==> src/rtl/sample_pipe_reg.sv <==
// sample_pipe_reg: elastic register pipeline of DEPTH stages with valid/ready
// handshaking on both sides, bubble collapsing, synchronous flush and an
// occupancy count of the stages currently holding a word.
// Optional build macro SAMPLE_PIPE_REG_CNT_EN adds a 32-bit out_cnt output
// that counts output transfers (wraps, reset to 0, unaffected by flush).

module sample_pipe_reg #(
    parameter int unsigned      WIDTH   = 8,
    parameter int unsigned      DEPTH   = 4,
    parameter logic [WIDTH-1:0] RST_VAL = '0
) (
    input  logic                         clk,
    input  logic                         reset,
    input  logic                         in_valid,
    output logic                         in_ready,
    input  logic [WIDTH-1:0]             in_data,
    output logic                         out_valid,
    input  logic                         out_ready,
    output logic [WIDTH-1:0]             out_data,
    input  logic                         flush,
    output logic [$clog2(DEPTH+1)-1:0]   occupancy
`ifdef SAMPLE_PIPE_REG_CNT_EN
    ,
    output logic [31:0]                  out_cnt
`endif
);

    localparam int unsigned OCC_W = $clog2(DEPTH+1);

    logic [DEPTH-1:0] stage_v;
    logic [WIDTH-1:0] stage_d [DEPTH];
    logic [DEPTH-1:0] adv;
    logic [DEPTH-1:0] load;
    logic [WIDTH-1:0] src_d [DEPTH];
    logic             room_0;
    logic             in_fire;

    // Walk from the output back: a stage moves on if everything ahead of it
    // has a hole or the output is draining; a running "room" flag carries that.
    always_comb begin
        logic room;
        room = out_ready;
        adv  = '0;
        for (int k = DEPTH - 1; k >= 0; k--) begin
            adv[k] = stage_v[k] && room;
            room   = room || !stage_v[k];
        end
        room_0 = room;
    end

    // Accept only outside reset and flush, and only when stage 0 frees up.
    always_comb begin
        in_ready = reset && !flush && room_0;
        in_fire  = in_valid && in_ready;
    end

    // Each stage loads from the one behind it; stage 0 loads from the input.
    always_comb begin
        load[0]  = in_fire;
        src_d[0] = in_data;
        for (int k = 1; k < DEPTH; k++) begin
            load[k]  = adv[k-1];
            src_d[k] = stage_d[k-1];
        end
    end

    // Stage registers: load wins over leaving; flush drops valids, keeps data.
    always_ff @(posedge clk or negedge reset) begin
        if (!reset) begin
            stage_v <= '0;
            for (int k = 0; k < DEPTH; k++) begin
                stage_d[k] <= RST_VAL;
            end
        end else if (flush) begin
            stage_v <= '0;
        end else begin
            for (int k = 0; k < DEPTH; k++) begin
                if (load[k]) begin
                    stage_v[k] <= 1'b1;
                    stage_d[k] <= src_d[k];
                end else if (adv[k]) begin
                    stage_v[k] <= 1'b0;
                end
            end
        end
    end

    // Population count of the valid bits.
    always_comb begin
        occupancy = '0;
        for (int k = 0; k < DEPTH; k++) begin
            occupancy = occupancy + OCC_W'(stage_v[k]);
        end
    end

    assign out_valid = stage_v[DEPTH-1];
    assign out_data  = stage_d[DEPTH-1];

`ifdef SAMPLE_PIPE_REG_CNT_EN
    // Output transfer counter; a transfer on a flush edge still counts.
    always_ff @(posedge clk or negedge reset) begin
        if (!reset) begin
            out_cnt <= '0;
        end else if (out_valid && out_ready) begin
            out_cnt <= out_cnt + 32'd1;
        end
    end
`endif

endmodule

==> config.mk <==
export PLATFORM = sky130hd
export DESIGN_NAME = sample_pipe_reg
export DESIGN_NICKNAME = d
export VERILOG_FILES = /design/src/rtl/sample_pipe_reg.sv
export SDC_FILE = /design/constraint.sdc
export NUM_CORES = 1
export LEC_CHECK = 0
export ABC_AREA = 1
export CORE_MARGIN = 5
export CORE_UTILIZATION = 50
export CTS_CLUSTER_DIAMETER = 150
export CTS_CLUSTER_SIZE = 10
export DETAILED_ROUTE_END_ITERATION = 6
export HOLD_SLACK_MARGIN = 0.15
export PLACE_DENSITY = 0.73
export SETUP_SLACK_MARGIN = 0.15
export SLEW_MARGIN = 20
export SYNTH_ARGS = -nofsm -noshare
export SYNTH_HDL_FRONTEND = slang
export SYNTH_SLANG_ARGS = --single-unit
==> constraint.sdc <==
create_clock -name clk -period 4.5 [get_ports clk]
set_input_delay 0.9 -clock clk [delete_from_list [all_inputs] [get_ports clk]]
set_output_delay 0.9 -clock clk [all_outputs]
set_load 0.1 [all_outputs]
==> results.env <==
TYPE_OF_THE_WORST_SETUP_PATH='in2out'
POWER.NET_SWITCHING_uW=329
FLOORPLAN.IO_PINS=26
CRITICAL_PATH.REG2REG.ENDPOINT='stage_v[0]$_DFFE_PN0P_'
POWER.SEQUENTIAL.FRACTION_PCT=49.7
CTS-ROOT-BUF='sky130_fd_sc_hd__clkbuf_4'
ROUTE.FINAL.WIRE_LENGTH_MM=2.58
GR-USAGE-MET3_PCT=6.32
HOLD_END='out_data[0]$_DFFE_PN0P_'
MOSTFREQUENTLAYOUTCELLS='41 x sky130_fd_sc_hd__nand2_1, 36 x sky130_fd_sc_hd__dfrtp_1, 21 x sky130_fd_sc_hd__clkdlybuf4s50_1'
CLK_PIN_SLEW_WORST_PATHS_PS=90
TIMING.CRITICAL_PATH.ARRIVAL_PS=2330
SYNTH_CELL_TYPE_COUNT=24
TIMING.FMAX_GHz=0.309
DETAIL_ROUTE.WL_PER_CELL_UM=11.8
LAYOUT_OVERHEAD_ON_THE_SYNTHESIZED_AREA_PCT=19.8
CRITPATHTOPFAMILY='simple AND/OR/NAND/NOR gates'
DRIVE_GT1_SHARE_PCT=13.0
FILLERINSTANCES=269
CRITPATHMAXSTAGEDELAY_PS=450
DRC_ERRORS=0
FINALWEIGHTEDCONGESTION=0.816
FINAL_NET_COUNT=201
CRITPATHLAUNCHTYPE='input pin'
POST_CTS_RESIZED=0
GRT.TOTAL_USAGE_PCT=14.9
MIN-DELAY-START='out_data[0]$_DFFE_PN0P_'
FP.DIEH_UM=65.5
FINAL.SETUP_SKEW_PS=7.87
FP-ROW-COUNT=20
NUMBER_OF_GLOBAL_ROUTE_VIAS_BEFORE_REPAIR=1090
CRITPATHCAPTURETYPE='output port'
WIRE_LENGTH_OF_THE_FIRST_GLOBAL_ROUTING_PASS_MM=4.78
CLK_PATH_BUF_DEPTH=2
GLOBALROUTE.TOTALOVERFLOW=0
IRDROPWORSTVDD_mV=0.153
ANTENNA_VIOLATIONS_BEFORE_REPAIR=0
HPWLAFTERDP_MM=1.95
CRITICAL_PATH.MAX_FANOUT=11
WORSTREGTOREGCELLS=5
SETUP_VIOL=0
R2R_START='stage_v[3]$_DFFE_PN0P_'
CTS_SINKS=36
DIE_SPAN_IN_X_UM=65.5
ASYNC_RESET_FF_SHARE_PCT=100
POWER_DENSITY_nW_PER_UM2=461
MIN_PATH_CELLS=2
ANT_NETS=0
NETLIST_AREA_UM2=1540
MET2_USAGE_PCT=22.6
TIMING.FINAL.HOLD_VIOLATIONS=0
POST_SYNTH_INST_COUNT=158
DESIGN.CORE.AREA_UM2=3000
YS_FF_LATCH=36
CLK-INSERTION-DELAY-LATE_PS=330
SLEW_AT_THE_PIN_CLOSEST_TO_ITS_MAX_SLEW_LIMIT_PS=968
POWER_REPORT.INTERNAL_TOTAL_uW=521
ROUTED_VIA_COUNT=1100
PORTION_OF_TOTAL_POWER_ATTRIBUTED_TO_COMBINATIONAL_LOGIC_PCT=32.4
WORST_SLACK_PS=1270
SYN-NUM-NETS=174
SW_FRAC_OF_TOTAL_PCT=38.7
CTS_INSERTED_BUFFERS=5
AVGSYNTHCELLAREA_UM2=9.74
PLACE_WS_PS=1260
STATUS='complete, no violations'
CELLLEAKAGEPOWER_uW=0.000926
SYNTH_EDF_COUNT=0
POST-CTS-SETUP-BUFFERS=0
CTS_HOLD_BUFFERS=0
GR-MAX-USAGE-LAYER='met2'
CRIT_REQUIRED_PS=3600
INITIAL_UTILIZATION_PCT=51.3
POST-ROUTE-MIN-PERIOD_PS=3230
FINALPOWER_uW=850
TRITONCTS='done'
TOTALNEGATIVESETUPSLACK_PS=0
REL_SLEW_SLACK_PCT=35.2
PORTION_OF_THE_POST_SYNTHESIS_AREA_USED_BY_SEQUENTIAL_ELEMENTS_PCT=58.5
FINAL-MAX-SLEW-VIOLATION-COUNT=0
CRITPATHSLOWESTCELL='sky130_fd_sc_hd__clkdlybuf4s50_1'
WORST_CASE_HOLD_SLACK_PS=476
YS.WARNINGS.COUNT=0
CLOCK_NETWORK_FRACTION_OF_DESIGN_POWER_PCT=17.9
DIE_FOOTPRINT_UM2=4290
DRV.MAX_CAP_VIOLATION_COUNT=0
COUNT_OF_H_TREE_LEVELS_BUILT_DURING_CTS=2
GRT_MAX_DEGREE=37
YS_DOMINANT_REG_CELL='sky130_fd_sc_hd__dfrtp_1'
WORSTHOLDPATHTYPE='reg2reg'
INITIAL_DRT_PASS_ITERATIONS=4
WORST-R2R-SETUP-SLACK_PS=3070
LAYOUT_COMMONEST_CELL='sky130_fd_sc_hd__nand2_1'
DETAIL_ROUTE.VIAS_PER_CELL=5.05
FIRST_ITERATION_DETAILED_ROUTING_DRC_COUNT=55
GRT_SETUP_UNREPAIRED='no'
CRITICAL_PATH.CELL_CHAIN='clkdlybuf4s50_1, nor2_4, nand4_1, and2_1, buf_12'
FIN_CRIT_SH_PCT=71.9
NUMPORTBUFFERS=25
COUNT_OF_ANTENNA_DIODES_IN_THE_LAYOUT=0
CRITICAL_PATH_BUF_INV_COUNT=2
GRT_UTIL_MET1_PCT=18.7
==> metrics by stage <==
step / instance area (um2) / cells / util (%)
floorplan: 1540 / 158 / -
detailed placement: 1800 / 211 / 59.8
global route: 1840 / 218 / 61.4
global placement: 1800 / 211 / 59.8
CTS: 1840 / 218 / 61.4
finish: 1840 / 218 / 61.4
==> power groups by stage <==
stage / combinational [uW] / sequential, uW / clock (uW)
floorplan: 80.1 / 551 / 0
detailed placement: 278 / 429 / 0
global route: 297 / 432 / 182
CTS: 279 / 423 / 160
global placement: 273 / 426 / 0
finish: 275 / 423 / 152
==> cell type report <==
cell class	count	area, um2	share of cell area, %
clock buffer	6	41.3	2.24
clock inverter	1	5.00	0.272
inverter	16	60.1	3.26
multi-input combinational	100	534	29.0
sequential	36	901	48.9
tap	33	41.3	2.24
timing repair buffer	26	260	14.1
==> synth_stat cells, types with 2 or more instances <==
library cell,number,share of area [%]
sky130_fd_sc_hd__inv_1,14,3.4
sky130_fd_sc_hd__nand2_1,41,10
sky130_fd_sc_hd__nor2_1,9,2.2
sky130_fd_sc_hd__inv_2,2,0.49
sky130_fd_sc_hd__nand2_2,2,0.81
sky130_fd_sc_hd__o21ai_1,3,0.98
sky130_fd_sc_hd__o21ai_0,5,1.6
sky130_fd_sc_hd__dfrtp_1,36,59
sky130_fd_sc_hd__nand3_1,8,2.6
sky130_fd_sc_hd__nand3_2,2,1.3
sky130_fd_sc_hd__nor2_4,3,2.2
sky130_fd_sc_hd__buf_2,2,0.65
sky130_fd_sc_hd__a21oi_1,10,3.3
sky130_fd_sc_hd__nand4_1,9,3.7
sky130_fd_sc_hd__ha_1,2,1.6
sky130_fd_sc_hd__buf_6,2,1.5
==> worst reg2reg max path, stage by stage (launching register included) <==
cell,delay (ps)
sky130_fd_sc_hd__dfrtp_1,370
sky130_fd_sc_hd__inv_2,60
sky130_fd_sc_hd__nor2_4,130
sky130_fd_sc_hd__nand4_1,340
sky130_fd_sc_hd__nand3_2,290
sky130_fd_sc_hd__o21ai_0,120
==> sequential cells by signal, summed over array words and instances (netlist names) <==
name / cells
out_data: 8
src_d: 24
stage_v: 4
==> worst max path at each step <==
stage                                 from            to  cells after the start
floorplan           stage_v[3]$_DFFE_PN0P_  occupancy[1]                      5
global placement                 out_ready      in_ready                      5
detailed placement               out_ready      in_ready                      5
CTS                              out_ready      in_ready                      5
global route                     out_ready      in_ready                      5
finish                           out_ready      in_ready                      5
==> per-layer routing <==
layer  vias to the layer above  wire (um)
li1                        558          -
met1                       502       1180
met2                        34       1160
met3                         6        198
met4                         0         45
met5                         -          0
==> kinds of logic after synthesis <==
group | share of synthesized area (%)
adders and majority gates | 2.93
buffers and inverters | 6.75
DFF | 58.5
AOI/OAI and AO/OA | 7.48
and+or+nand+nor | 24.3
Power figures use the tool's default switching activity.
